--- config.mk ---
export PLATFORM = sky130hd
export DESIGN_NAME = tdc_interval_meter
export DESIGN_NICKNAME = d
export VERILOG_FILES = /design/src/rtl/tdc_interval_meter.sv
export SDC_FILE = /design/constraint.sdc
export NUM_CORES = 1
export LEC_CHECK = 0
export ABC_AREA = 1
export BUFFER_PORTS_ARGS = -buffer_cell sky130_fd_sc_hd__buf_2
export CAP_MARGIN = 20
export CELL_PAD_IN_SITES_DETAIL_PLACEMENT = 1
export CELL_PAD_IN_SITES_GLOBAL_PLACEMENT = 1
export CORE_UTILIZATION = 40
export DETAILED_ROUTE_END_ITERATION = 8
export PLACE_DENSITY_LB_ADDON = 0.1
export SYNTH_ARGS = -nofsm -noshare
export SYNTH_HDL_FRONTEND = slang
export SYNTH_SLANG_ARGS = --single-unit
--- constraint.sdc ---
create_clock -name clk -period 3.7 [get_ports clk]
set_input_delay 0.185 -clock clk [delete_from_list [all_inputs] [get_ports clk]]
set_output_delay 0.185 -clock clk [all_outputs]
set_load 0.1 [all_outputs]
--- src/rtl/tdc_interval_meter.sv ---
// tdc_interval_meter: start/stop interval measurement from coarse count plus
// fine delay-line thermometer codes. Results are queued in a small FIFO and
// leave through a valid/ready handshake.
module tdc_interval_meter #(
  parameter int TAPS       = 64,
  parameter int TIMEOUT    = 200,
  parameter int FIFO_DEPTH = 4
) (
  input  logic            clk,
  input  logic            rst,
  input  logic            start_hit,
  input  logic            stop_hit,
  input  logic [7:0]      coarse,
  input  logic [TAPS-1:0] therm_start,
  input  logic [TAPS-1:0] therm_stop,
  output logic [16:0]     out_data,
  output logic            out_valid,
  input  logic            out_ready,
  output logic            timeout,
  output logic            overflow,
  output logic            busy
);
  localparam int FW = $clog2(TAPS) + 1;
  localparam int AW = (FIFO_DEPTH > 1) ? $clog2(FIFO_DEPTH) : 1;
  localparam int CW = $clog2(FIFO_DEPTH + 1);
  localparam logic [0:0] IDLE  = 1'b0;
  localparam logic [0:0] ARMED = 1'b1;

  // Bubble-tolerant fine conversion: count every set tap.
  function automatic logic [FW-1:0] popcnt(input logic [TAPS-1:0] v);
    logic [FW-1:0] c;
    c = '0;
    for (int i = 0; i < TAPS; i++) c = c + {{(FW-1){1'b0}}, v[i]};
    return c;
  endfunction

  logic          s1_start_q, s1_start_d, s1_stop_q, s1_stop_d;
  logic [7:0]    s1_coarse_q, s1_coarse_d;
  logic [FW-1:0] s1_fs_q, s1_fs_d, s1_fp_q, s1_fp_d;

  logic [0:0]    state_q, state_d;
  logic [7:0]    elapsed_q, elapsed_d, coarse_s_q, coarse_s_d;
  logic [FW-1:0] fine_s_q, fine_s_d;
  logic          meas, expire;
  logic [7:0]    ref_coarse, cdiff;
  logic [FW-1:0] ref_fine;
  logic [17:0]   prod, raw;
  logic          res_vld_q, res_vld_d;
  logic [16:0]   res_data_q, res_data_d;

  logic [16:0]   mem_q [FIFO_DEPTH];
  logic [AW-1:0] wr_ptr_q, wr_ptr_d, rd_ptr_q, rd_ptr_d;
  logic [CW-1:0] count_q, count_d;
  logic          overflow_q, overflow_d;
  logic          pop, full, wr_en;

  // Stage 1: capture hit flags, coarse count and converted fine codes.
  always_comb begin
    s1_start_d  = start_hit;
    s1_stop_d   = stop_hit;
    s1_coarse_d = coarse;
    s1_fs_d     = popcnt(therm_start);
    s1_fp_d     = popcnt(therm_stop);
  end

  // Arm/measure/timeout decisions; a stop always beats an expiry, a lone
  // start retriggers.
  always_comb begin
    state_d    = state_q;
    elapsed_d  = elapsed_q;
    coarse_s_d = coarse_s_q;
    fine_s_d   = fine_s_q;
    meas       = 1'b0;
    expire     = 1'b0;
    ref_coarse = coarse_s_q;
    ref_fine   = fine_s_q;
    case (state_q)
      IDLE: begin
        if (s1_start_q && s1_stop_q) begin
          meas       = 1'b1;
          ref_coarse = s1_coarse_q;
          ref_fine   = s1_fs_q;
        end else if (s1_start_q) begin
          state_d    = ARMED;
          coarse_s_d = s1_coarse_q;
          fine_s_d   = s1_fs_q;
          elapsed_d  = '0;
        end
      end
      default: begin
        elapsed_d = elapsed_q + 8'd1;
        if (s1_stop_q) begin
          meas    = 1'b1;
          state_d = s1_start_q ? ARMED : IDLE;
        end else if (!s1_start_q && elapsed_q == 8'(TIMEOUT)) begin
          expire  = 1'b1;
          state_d = IDLE;
        end
        if (s1_start_q) begin
          coarse_s_d = s1_coarse_q;
          fine_s_d   = s1_fs_q;
          elapsed_d  = '0;
        end
      end
    endcase
  end

  // Interval arithmetic with clamp; raw[17] is the sign of the 18-bit result.
  always_comb begin
    cdiff     = s1_coarse_q - ref_coarse;
    prod      = {10'd0, cdiff} * 18'(TAPS);
    raw       = prod + 18'(ref_fine) - 18'(s1_fp_q);
    res_vld_d = meas;
    if (raw[17])      res_data_d = {1'b1, 16'h0000};
    else if (raw[16]) res_data_d = {1'b1, 16'hffff};
    else              res_data_d = {1'b0, raw[15:0]};
  end

  // FIFO bookkeeping; a pop in the same cycle makes room for a push when full.
  always_comb begin
    pop        = (count_q != '0) && out_ready;
    full       = (count_q == CW'(FIFO_DEPTH));
    wr_en      = res_vld_q && (!full || pop);
    wr_ptr_d   = wr_ptr_q;
    rd_ptr_d   = rd_ptr_q;
    if (wr_en) wr_ptr_d = (wr_ptr_q == AW'(FIFO_DEPTH-1)) ? '0 : wr_ptr_q + AW'(1);
    if (pop)   rd_ptr_d = (rd_ptr_q == AW'(FIFO_DEPTH-1)) ? '0 : rd_ptr_q + AW'(1);
    count_d    = count_q + CW'(wr_en) - CW'(pop);
    overflow_d = overflow_q | (res_vld_q && full && !pop);
  end

  // State registers, all cleared by reset.
  always_ff @(posedge clk or posedge rst) begin
    if (rst) begin
      s1_start_q <= 1'b0;  s1_stop_q <= 1'b0;  s1_coarse_q <= '0;
      s1_fs_q    <= '0;    s1_fp_q   <= '0;
      state_q    <= IDLE;  elapsed_q <= '0;    coarse_s_q  <= '0;
      fine_s_q   <= '0;    res_vld_q <= 1'b0;  res_data_q  <= '0;
      wr_ptr_q   <= '0;    rd_ptr_q  <= '0;    count_q     <= '0;
      overflow_q <= 1'b0;
    end else begin
      s1_start_q <= s1_start_d;  s1_stop_q <= s1_stop_d;  s1_coarse_q <= s1_coarse_d;
      s1_fs_q    <= s1_fs_d;     s1_fp_q   <= s1_fp_d;
      state_q    <= state_d;     elapsed_q <= elapsed_d;  coarse_s_q  <= coarse_s_d;
      fine_s_q   <= fine_s_d;    res_vld_q <= res_vld_d;  res_data_q  <= res_data_d;
      wr_ptr_q   <= wr_ptr_d;    rd_ptr_q  <= rd_ptr_d;   count_q     <= count_d;
      overflow_q <= overflow_d;
    end
  end

  // FIFO storage; empty slots are never observed, so no reset is needed.
  always_ff @(posedge clk) begin
    if (wr_en) mem_q[wr_ptr_q] <= res_data_q;
  end

  assign out_valid = (count_q != '0);
  assign out_data  = out_valid ? mem_q[rd_ptr_q] : 17'd0;
  assign timeout   = expire;
  assign overflow  = overflow_q;
  assign busy      = (state_q == ARMED);
endmodule

==> out/metrics.yaml <==
grtUsageTotal: 0.174
route.detailed.drc: 0
synthCells: 1061
path_cells: "buf_6 > fa_1 > inv_2 > fa_1 > inv_1 > fa_1 > inv_1 > fa_1 > fa_1 > fa_1 > fa_1 > fa_1 > inv_2 > ha_4 > fa_2 > nand3_2 > nand3_2 > a21oi_1 > o21bai_1"
violations: "negative setup slack"
rsz0062_at_grt: "true"
final.period_utilization: 1.36
hpwl_mm: 16.5
rows: 57
layout_setup_ws_ns: -1.32
finalMaxSlewViolations: 0
crit_top_cell: "fa_1"
first_pass_iters: 5
antenna_left: 0
antennaDiodeCount: 0
io_buffer_count: 160
layout_commonest_cell: "inv_1"
start_util: 0.411
drt_wl_total_mm: 20.6
maxSlewHeadroom: 0.333
die_w_um: 161
grt_pass1_vias: 7803
critPathSlowestCell: "fa_1"
ys_ff_latch: 137
cts-buffers-inserted: 17
reg2regPathDepth: 20
grt_overflow: 0
synth-seq-area-share: 0.373
tightest_slew_ns: 0.999
yosysWarnings: 0
synth_edf_count: 64
fmax_mhz: 199
clk_path_buf_depth: 2
fin_tns_setup_ns: -15.70
htree_num_levels: 4
path_clk_slew_ns: 0.06
io_pins: 162
endpoint_kind: "flop"
critPathMaxStageDelay_ns: 0.55
route.detailed.wl_per_inst_um: 12.9
synth_nets: 1380
status: "complete, but fails checks"
skew_ns: 0.0112
synthFlopType: "dfrtp_1"
syn_area_per_cell_sq_um: 9.48
drive_gt1_frac: 0.235
critPathMaxFanout: 2
finalCriticalPeriod_ns: 5.02
hp-class: "input pin to flop"
async_flop_share: 0.533
area_delta_synth_final_pct: 22.3
drv_cap: 0
cts_tree: "yes"
gp_congestion: 0.798
path_class: "input pin to flop"
cts_root_buf: "clkbuf_16"
finalSetupViolCount: 14
finalHoldViolations: 0
holdPathStages: 2
cp.arrival_ns: 5.33
first_iter_violations: 143
via_per_inst: 4.50
die_area_sq_mm: 0.0258
clk_latency_ns: 0.42
finalNetCount: 1580
cp.required_ns: 4.00
die_h_um: 161
utilization: 0.503
coreArea_sq_mm: 0.0245
clock_sinks: 137
antenna_found_initial: 0
start_kind: "input pin"
syn_area_sq_mm: 0.0101
final_cell_mix: "287 x inv_1, 157 x buf_2, 120 x nand2_1"
grt_pass1_wl_mm: 35.7
synth_cell_type_count: 34
vias: 7194
grt_start_max_net_pins: 49
[synth_stat cells, drive strengths merged, types with 5 or more instances]
master | count | share of area
nor2 | 109 | 0.044
ha | 66 | 0.082
nand3 | 23 | 0.011
o21bai | 5 | 0.0037
inv | 307 | 0.11
o21ai | 72 | 0.036
a21oi | 48 | 0.027
edfxtp | 64 | 0.19
xor2 | 14 | 0.012
dfrtp | 73 | 0.18
nand4 | 5 | 0.0031
nand2 | 124 | 0.047
buf | 10 | 0.0068
clkbuf | 9 | 0.0034
xnor2 | 7 | 0.0061
fa | 112 | 0.22
[flip-flops by register name (all words and copies together), names as in the netlist]
register     cells
overflow         1
s1_stop_q        1
elapsed_q        8
fine_s_q         7
s1_coarse_q      8
mem_q           64
s1_fs_q          7
s1_start_q       1
s1_fp_q          7
coarse_s_q       8
busy             1
wr_ptr_q         2
res_vld_q        1
count_q          3
rd_ptr_q         2
res_data_q      16
[through the flow]
stage | hold slack (ns) | worst slack [ns] | std cells | area, sq um
2_1_floorplan | 0.216 | -1.50 | 1061 | 10200
3_3_place_gp | 0.292 | -1.77 | 1549 | 11500
3_5_place_dp | 0.295 | -1.84 | 1549 | 11500
4_1_cts | 0.0119 | -1.35 | 1594 | 12200
5_1_grt | 0.0218 | -1.47 | 1598 | 12300
6_report | 0.0272 | -1.32 | 1598 | 12300
[final timing paths]
path / start / end / slack (ns)
setup / recovery: therm_stop[17] / s1_fp_q[6] / -1.32
hold / removal: therm_stop[2] / s1_fp_q[0] / 0.03
setup reg to reg: s1_start_q / res_data_q[14] / 0.31
hold reg to reg: overflow / overflow / 0.48
max in group asynchronous: rst / s1_fp_q[1] / 2.24
min in group asynchronous: rst / overflow / 0.40
[layer usage]
layer  routed length (um)  track usage  up-vias  share of wire
li1                     -            -     3571              -
met1                 8510        0.197     3493           0.41
met2                11200        0.331      116           0.54
met3                  739       0.0354       14          0.036
met4                  194       0.0433        0         0.0094
met5                    0            0        -              0
[cell families after synthesis]
logic type                 Yosys count  share of synthesized area
DFF                                137                      0.373
buffers and inverters              327                      0.125
and+or+nand+nor                    266                      0.108
adders and majority gates          178                      0.305
other                                1                   0.000373
xor gates and xnor gates            21                     0.0183
AOI/OAI and AO/OA                  131                     0.0707
[final cells by class]
type	instances	area, sq um
tap	324	405
clock inverter	13	119
multi-input combinational	597	5240
timing repair buffer	200	1190
clock buffer	19	433
sequential	137	3750
inverter	308	1170
fill	2886	12200
[worst max-delay path, delay by kind of cell]
family,cells,cell delay (ns)
adder cells (fa/ha/maj),10,4.47
AND/OR/NAND/NOR,2,0.16
AO/OA/AOI/OAI,2,0.23
buffers and inverters,5,0.28
[what timing repair did]
action                     CTS  global route
hold endpoints to repair    35             0
hold buffers                11             0
setup buffers                2             4
pin swaps                   14            13
setup endpoints to repair   14            30
gates resized for setup     22            14
Power is left out: the tool's default activity adds up to more than one toggle a clock period on the data nets, which glitch-free logic cannot reach.
